--- src/rtl/osd_glyph_reader.sv ---
// Fetches glyph rows from ascii_char_rom and serialises them as a 1-bit pixel stream.
// Latency RD_LATENCY+1 clocks from accept to first pixel; pix_ready low stalls the shifter, then the buffer, then req_ready.
module osd_glyph_reader #(
  parameter int           ADDR_WIDTH = 11,
  parameter int           DATA_WIDTH = 9,
  parameter int           GLYPH_W    = 8,
  parameter int           RD_LATENCY = 1,
  parameter bit           MSB_FIRST  = 1'b1,
  parameter logic [6:0]   SUB_CHAR   = 7'h3F
) (
  input  logic                  clk,
  input  logic                  rst,
  input  logic                  req_valid,
  output logic                  req_ready,
  input  logic [7:0]            req_char,
  input  logic [3:0]            req_row,
  output logic [ADDR_WIDTH-1:0] rom_addr,
  input  logic [DATA_WIDTH-1:0] rom_rd_data,
  output logic                  pix_valid,
  input  logic                  pix_ready,
  output logic                  pix_data,
  output logic                  pix_last,
  output logic                  busy
);

  localparam int CW = (GLYPH_W > 1) ? $clog2(GLYPH_W) : 1;

  typedef enum logic {EMPTY, SHIFT} state_t;

  state_t               state, state_nxt;
  logic [RD_LATENCY:0]  pipe;
  logic [GLYPH_W-1:0]   sh_bits, bits_nxt;
  logic [GLYPH_W-1:0]   buf_bits, buf_nxt;
  logic                 buf_full, buf_full_nxt;
  logic [CW-1:0]        cnt, cnt_nxt;
  logic [GLYPH_W-1:0]   cap_row;
  logic [6:0]           code;
  logic                 fetch_pending, capture, accept, take, last_take, free;
  logic                 unused_pad;

  // The capture stage counts as pending so a new fetch can never land on a full buffer.
  assign fetch_pending = |pipe;
  assign capture       = pipe[RD_LATENCY];
  assign req_ready     = !rst && !fetch_pending && !buf_full;
  assign accept        = req_valid && req_ready;
  assign code          = req_char[7] ? SUB_CHAR : req_char[6:0];
  assign cap_row       = rom_rd_data[GLYPH_W-1:0];
  assign unused_pad    = ^rom_rd_data;

  assign pix_valid = (state == SHIFT);
  assign pix_data  = pix_valid && (MSB_FIRST ? sh_bits[GLYPH_W-1] : sh_bits[0]);
  assign pix_last  = pix_valid && (cnt == CW'(GLYPH_W-1));
  assign take      = pix_valid && pix_ready;
  assign last_take = take && pix_last;
  assign free      = (state == EMPTY) || last_take;
  assign busy      = fetch_pending || buf_full || pix_valid;

  always_ff @(posedge clk) begin
    if (rst) begin
      pipe     <= '0;
      rom_addr <= '0;
    end else begin
      pipe <= (RD_LATENCY + 1)'({pipe, accept});
      if (accept) rom_addr <= ADDR_WIDTH'({code, req_row});
    end
  end

  always_ff @(posedge clk) begin
    if (rst) begin
      state    <= EMPTY;
      sh_bits  <= '0;
      cnt      <= '0;
      buf_bits <= '0;
      buf_full <= 1'b0;
    end else begin
      state    <= state_nxt;
      sh_bits  <= bits_nxt;
      cnt      <= cnt_nxt;
      buf_bits <= buf_nxt;
      buf_full <= buf_full_nxt;
    end
  end

  // The buffered row is older than a row captured on the same edge, so it reaches the shifter first.
  always_comb begin
    state_nxt    = state;
    bits_nxt     = sh_bits;
    cnt_nxt      = cnt;
    buf_nxt      = buf_bits;
    buf_full_nxt = buf_full;
    if (free) begin
      cnt_nxt = '0;
      if (buf_full) begin
        state_nxt    = SHIFT;
        bits_nxt     = buf_bits;
        buf_full_nxt = capture;
        if (capture) buf_nxt = cap_row;
      end else if (capture) begin
        state_nxt = SHIFT;
        bits_nxt  = cap_row;
      end else begin
        state_nxt = EMPTY;
      end
    end else begin
      if (take) begin
        cnt_nxt  = cnt + 1'b1;
        bits_nxt = MSB_FIRST ? {sh_bits[GLYPH_W-2:0], 1'b0} : {1'b0, sh_bits[GLYPH_W-1:1]};
      end
      if (capture) begin
        buf_nxt      = cap_row;
        buf_full_nxt = 1'b1;
      end
    end
  end

endmodule

--- config.mk ---
export PLATFORM = sky130hd
export DESIGN_NAME = osd_glyph_reader
export DESIGN_NICKNAME = d
export VERILOG_FILES = /design/src/rtl/osd_glyph_reader.sv
export SDC_FILE = /design/constraint.sdc
export NUM_CORES = 1
export LEC_CHECK = 0
export CORE_MARGIN = 2
export CORE_UTILIZATION = 50
export DETAILED_ROUTE_END_ITERATION = 12
export GPL_TIMING_DRIVEN = 1
export PLACE_DENSITY = 0.83
export SYNTH_ARGS = -nofsm -noshare
export SYNTH_HDL_FRONTEND = slang
export SYNTH_SLANG_ARGS = --single-unit
--- constraint.sdc ---
create_clock -name clk -period 4.6 [get_ports clk]
set_input_delay 0.92 -clock clk [delete_from_list [all_inputs] [get_ports clk]]
set_output_delay 0.92 -clock clk [all_outputs]
set_load 0.005 [all_outputs]
### After elaboration in Yosys (flattened, before gate mapping)

Index checks and enable logic that the tools add are counted.

| cells by class | value |
|---|---|
| $add $sub $neg | 1 |
| equality and inequality tests | 3 |
| multiplexer cells | 13 |
| bitwise logic cells | 1 |
| reductions and logical operators | 18 |

Operators with widths:

| operator | count |
|---|---|
| $mux 8 | 7 |
| $logic_and 1x1->1 | 7 |
| $mux 7 | 1 |
| $mux 1 | 5 |
| $reduce_bool 2->1 | 2 |
| $reduce_or 2->1 | 2 |
| $add 3x1->3 const B | 1 |
| $eq 3x3->1 const B | 1 |
| $logic_not 1->1 | 3 |
| $logic_or 1x1->1 | 3 |
| $ne 3x3->1 const B | 1 |
| $ne 2x2->1 const B | 1 |
| $reduce_and 2->1 | 1 |
| $not 1->1 | 1 |

| word-level totals | value |
|---|---|
| register bits after elaboration | 34 |
| output and inout port bits | 16 |

### Longest topological paths before layout

Gate-level depths: netlist (run 1).

| logic depth | value |
|---|---|
| depth after elaboration | 6 |
| depth in mapped cells | 7 |
| mapped depth without buffers | 6 |

### Worst setup path after synthesis (run 1)

Ideal clock, no wire load.

| path | value |
|---|---|
| path type | input to output |
| start | input port rst |
| end | output port req_ready |
| arrival time | 1.286 ns |
| required time | 3.680 ns |
| slack | 2.394 ns |
| stages | 2 |
| cells stage by stage | clkbuf_1 -> nor4_4 |

| on the way | value |
|---|---|
| longest elaborated chain between the ends | 3 |

Ends and longest elaborated chain:

| element | line | source |
|---|---|---|
| from (decl) | 12 | `input logic rst,` |
| $logic_not 1->1 | 44 | `assign req_ready = !rst && !fetch_pending && !buf_full;` |
| $logic_and 1x1->1 (2 in series) | 44 |  |
| to (decl) | 14 | `output logic req_ready,` |

No other way between the ends.

### Final worst setup path (run 1)

Ends and elaborated chain as after synthesis.

==> flow_summary.toml, run 1 <==
[pwr]
p_switching_w = 0.000139
power.density_nw_per_um2 = 303
finalPower_w = 0.000569
power.internal_w = 0.000429
power_frac_comb_pct = 14.6
p_leak_nw = 0.677
swShare_pct = 24.5
sequentialPowerShare_pct = 55.5
ir_drop_mv = 0.249
pwr-share-clk_pct = 30.0

[die]
io_pins = 41
fp.dieW_um = 57.6
die-area_sq_um = 3310
start_util_pct = 52.4
die_h_um = 57.6
core_area_sq_um = 2730
fp-row-count = 19

[worst_setup_path]
critical_path.slowest_cell = "clkdlybuf4s50_1"
cpPeakStageDelay_ns = 0.55
crit_top_cell = "clkdlybuf4s50_1"
critPathCaptureType = "primary output"
worst_ep_arrival_time_ns = 2.32
start_kind = "primary input"
crit_fanout = 27
crit_chain = "clkdlybuf4s50_1 -> buf_4 -> nor4_4 -> clkdlybuf4s50_1"
path_class = "in2out"
required_ns = 3.68

[global_routing]
grt_pass1_vias = 1253
grt_max_degree = 28
grt_usage_pct = 21.2
grt_pass1_wl_mm = 5.38
antenna_found_initial = 0
grt-ovfl-total = 0

[route]
drc = 0
ant_nets = 0
wl_per_cell_um = 13.8
vias = 1275
first_pass_iters = 5
wl_mm = 3.21
drt_iter0_drc = 46
vias_per_cell = 5.47

[sta]
worstMarginPinSlew_ns = 0.743
min_period_ns = 3.24
rsz0062_at_grt = "no"
fin_skew_ns = 0.00836
max_freq_mhz = 308
setup_violations = 0
setup_ws_ns = 1.36
period_share_pct = 70.5
maxSlewViolCount = 0
max_slew_margin_pct = 50.2
finalHoldViolCount = 0
fin_setup_tns_ns = 0

[synthesis]
yosys_warnings = 0
yosys.area.top_type = "dfxtp_1"
async_reset_ff_share_pct = 0
synth_top_family_by_area = "simple AND/OR/NAND/NOR gates"
synth.area.mux_share_pct = 6.98
seq_area_frac_synth_pct = 47.5
synth_nets = 190
synth_ff_type = "dfxtp_1"
syn_area_per_cell_sq_um = 8.80
yosysTopAreaCellShare_pct = 47.5
synthCells = 163
yosys.area_share.adder_pct = 1.75
yosys.area_share.simple_pct = 26.1
synth.area.top_cells = "dfxtp_1 47%, mux2i_1 7.0%, nand2_1 6.8%"
synthesis.area_sq_um = 1430
ys_ff_latch = 34
synthXorXnorAreaFrac_pct = 0
synth-edff-count = 0
synth_compound_area_share_pct = 13.3
synthDistinctLibCells = 26

[layout]
final_cells = 233
seqCellArea_sq_um = 681
drive_above_1_share_pct = 6.44
diodes = 0
fillers = 233
area_growth_pct = 30.7
nets = 228
multi_input_area_sq_um = 689

[placed_design]
portBuffers = 39
gp_congestion = 0.736
dpl_worst_slack_ns = 1.36
hpwl_mm = 2.35
dp_cells = 225

[cts]
tritoncts = "done"
cts_buffers = 5
clkSlewWorstSetupHoldPaths_ns = 0.10
clk_path_buf_depth = 2
holdBufCountCts = 0
cts_root_buf = "clkbuf_4"
clk_latency_ns = 0.33
cts_htree_levels = 2
cts_resized = 0
clock_sinks = 34
cts_setup_buffers = 0

[run]
maxCapViolCount = 0

[status]
status = "completed"

[worst_hold_path]
min_path_type = "reg2reg"
==> stage by stage <==
stage,cell area [sq um],util (%),hold slack [ns]
2_1_floorplan,1430,-,0.424
3_3_place_gp,1810,66.4,0.440
3_5_place_dp,1810,66.4,0.447
4_1_cts,1870,68.6,0.464
5_1_grt,1870,68.6,0.486
6_report,1870,68.6,0.459
==> critical path: cells and delay by family <==
family	cells	cell delay, ns
buf+inv	3	1.19
simple gates	1	0.21
==> sequential cells by signal, summed over array words and instances, names as in the netlist <==
signal	flops
rom_addr	11
buf_bits	8
sh_bits	8
cnt	3
pipe	2
buf_full	1
pix_valid	1
==> synthesized netlist by cell type (2+ instances only) <==
library cell and count:
mux2i_1 10, buf_6 2, clkbuf_1 3, buf_2 3
nand2b_1 4, nand3b_1 7, and2_1 2, a21oi_1 19
nor2_1 18, dfxtp_1 34, nand2_1 26, nor2b_1 2
ha_1 2, o2bb2ai_1 7, nor3_1 13
==> per-layer routing <==
metal	global-route usage [%]	part of all wire, %	vias up
met1	23.5	39	594
met2	37.0	54	41
met3	7.94	5.4	5
li1	-	-	635
met5	0	0	-
met4	7.31	1.2	0
==> placed cells by master (no fill, tap or decap), types with 2 or more instances in the layout <==
cell | Yosys | routed
and2_1 | 2 | 2
o2bb2ai_1 | 7 | 7
clkbuf_4 | 0 | 5
nand2_1 | 26 | 26
nor3_1 | 13 | 13
nand2b_1 | 4 | 4
a21oi_1 | 19 | 19
nor2b_1 | 2 | 2
dfxtp_1 | 34 | 34
clkdlybuf4s50_1 | 0 | 39
nand3b_1 | 7 | 7
nor2_1 | 18 | 18
ha_1 | 2 | 2
mux2i_1 | 10 | 10
==> worst paths after layout <==
check,startpoint,endpoint,slack [ns],depth (start not counted)
setup / recovery,rst,req_ready,1.36,4
setup reg to reg,cnt[0],buf_bits[7],2.41,6
hold / removal,rom_addr[10],rom_addr[10],0.46,2
hold reg to reg,rom_addr[10],rom_addr[10],0.46,2
==> power by group through the flow <==
stage | Sequential (W) | Combinational, W | Clock [W]
final | 0.000316 | 0.0000828 | 0.000170
after global routing | 0.000317 | 0.0000906 | 0.000187
after CTS | 0.000316 | 0.0000832 | 0.000176
after detailed placement | 0.000322 | 0.0000827 | 0
after global placement | 0.000321 | 0.0000795 | 0
after floorplan | 0.000321 | 0.0000380 | 0
==> logic make-up (layout without fill, tap and decap cells) <==
group	Yosys count	count (layout)
muxes	10	10
and+or+nand+nor	76	76
adders and majority gates	2	2
DFF	34	34
AOI/OAI and AO/OA	30	30
buffers and inverters	11	50
==> layout make-up <==
cell class	instances	share of cell area (%)
clock buffers	7	2.94
inverters	2	0.401
repair buffers	40	21.2
clock inverters	1	0.267
well taps	31	2.07
flip-flops and latches	34	36.3
multi-input cells	118	36.8
Power figures use the tool's default switching activity.
==> inputs of run 2 (changes only) <==
--- a/config.mk
+++ b/config.mk
@@ -6,10 +6,10 @@
 export NUM_CORES = 1
 export LEC_CHECK = 0
 export CORE_MARGIN = 2
-export CORE_UTILIZATION = 50
+export CORE_UTILIZATION = 46
 export DETAILED_ROUTE_END_ITERATION = 12
 export GPL_TIMING_DRIVEN = 1
-export PLACE_DENSITY = 0.83
+export PLACE_DENSITY = 0.78
 export SYNTH_ARGS = -nofsm -noshare
 export SYNTH_HDL_FRONTEND = slang
 export SYNTH_SLANG_ARGS = --single-unit
==> constraint.sdc (replaced) <==
create_clock -name clk -period 3 [get_ports clk]
set_input_delay 0.6 -clock clk [delete_from_list [all_inputs] [get_ports clk]]
set_output_delay 0.6 -clock clk [all_outputs]
set_load 0.005 [all_outputs]
==> flow_summary.toml, run 2 (same netlist as run 1, synthesis figures left out) <==
[global_routing]
grt_pass1_wl_mm = 4.97
grt_usage_pct = 18.9
antenna_found_initial = 0
grt-ovfl-total = 0
grt_max_degree = 27
grt_pass1_vias = 1147

[cts]
cts_htree_levels = 2
clk_path_buf_depth = 2
cts_root_buf = "clkbuf_4"
tritoncts = "done"
cts_buffers = 5
cts_resized = 0
clkSlewWorstSetupHoldPaths_ns = 0.10
cts_setup_buffers = 0
clock_sinks = 34
holdBufCountCts = 0
clk_latency_ns = 0.33

[worst_setup_path]
critPathCaptureType = "primary output"
start_kind = "register"
crit_path_start = "buf_full"
r2r_cells = 7
worstReg2RegStart = "cnt[0]"
cpPeakStageDelay_ns = 0.62
crit_chain = "or4_1 -> clkdlybuf4s50_1"
required_ns = 2.40
crit_fanout = 15
critical_path.slowest_cell = "or4_1"
worst_ep_arrival_time_ns = 1.97
path_class = "reg2out"

[status]
status = "completed"

[pwr]
pwr-share-clk_pct = 29.7
p_leak_nw = 0.682
swShare_pct = 24.2
power_frac_comb_pct = 14.7
power.internal_w = 0.000659
p_switching_w = 0.000210
ir_drop_mv = 0.328
power.density_nw_per_um2 = 461
sequentialPowerShare_pct = 55.7

[layout]
most-common-layout-cells = "39 x clkdlybuf4s50_1, 34 x dfxtp_1, 26 x nand2_1"
diodes = 0
area_growth_pct = 31.4
seqCellArea_sq_um = 681
design_area_sq_um = 1880
layout_commonest_cell = "clkdlybuf4s50_1"
drive_above_1_share_pct = 6.90
reg_top3 = "rom_addr (11), buf_bits (8), sh_bits (8)"
multi_input_area_sq_um = 689
post-route-util_pct = 62.7
largest_reg_flops = 11
fillers = 264
regMostFlops = "rom_addr"
nets = 229

[route]
wl_mm = 3.09
drc = 0
vias = 1233
drt_iter0_drc = 54
wl_per_cell_um = 13.1
first_pass_iters = 4
vias_per_cell = 5.22
ant_nets = 0

[sta]
period_share_pct = 85.6
max_slew_margin_pct = 52.2
max_freq_mhz = 390
worstMarginPinSlew_ns = 0.715
setup_violations = 0
maxSlewViolCount = 0
fin_setup_tns_ns = 0
rsz0062_at_grt = "no"
fin_skew_ns = 0.00670
min_period_ns = 2.57
finalHoldViolCount = 0

[placed_design]
postPlaceCellArea_sq_um = 1820
hpwl_mm = 2.18
portBuffers = 39
gp_congestion = 0.729

[worst_hold_path]
hold_path_depth = 2
hold_path_startpoint = "buf_bits[0]"
min_path_type = "reg2reg"

[die]
die-area_sq_um = 3580
io_pins = 41
die_h_um = 59.8
fp-row-count = 20
core_area_sq_um = 3000
fp.dieW_um = 59.8
start_util_pct = 47.7

[run]
maxCapViolCount = 0
-- run 2: changes by cell type in the layout (fill, tap and decap cells not counted), sizes merged --
cell  previous run  this run
buf              1         2
-- run 2: per-stage QoR --
stage / instances / hold WS (ns) / total power (W) / setup slack [ns]
floorplan: 163 / 0.424 / 0.000551 / 1.29
CTS: 236 / 0.461 / 0.000878 / 0.408
detailed placement: 228 / 0.447 / 0.000622 / 0.567
finish: 236 / 0.465 / 0.000869 / 0.433
global placement: 228 / 0.441 / 0.000616 / 0.573
global route: 236 / 0.484 / 0.000909 / 0.355
-- run 2: worst paths after layout --
kind                 end  slack [ns]
max                 busy        0.43
min          buf_bits[0]        0.46
max reg2reg  buf_bits[5]        1.15
min reg2reg  buf_bits[0]        0.46
-- run 2: worst max-delay path, delay by kind of cell, from the launching register on --
| kind | cells | cell delay (ns) |
|---|---|---|
| buffers and inverters | 1 | 0.47 |
| flip-flops | 1 | 0.55 |
| AND/OR/NAND/NOR | 1 | 0.62 |
-- run 2: final cells by class --
type	count	area share [%]
clock buffers	7	2.92
multi-input cells	118	36.6
well taps	33	2.19
repair buffers	41	21.5
inverters	2	0.398
flip-flops and latches	34	36.1
clock inverters	1	0.266
-- run 2: power groups by stage --
stage	Sequential (W)	Clock [W]	Combinational [W]
floorplan	0.000493	0	0.0000583
global placement	0.000493	0	0.000124
detailed placement	0.000494	0	0.000127
CTS	0.000484	0.000266	0.000128
global route	0.000486	0.000284	0.000140
finish	0.000484	0.000258	0.000128
-- run 2: layer usage --
metal	up-vias	routed length (um)	global-route usage, %
met4	0	0	6.67
met2	25	1570	31.8
met5	-	0	0
met1	574	1400	22.3
met3	0	123	6.49
li1	634	-	-
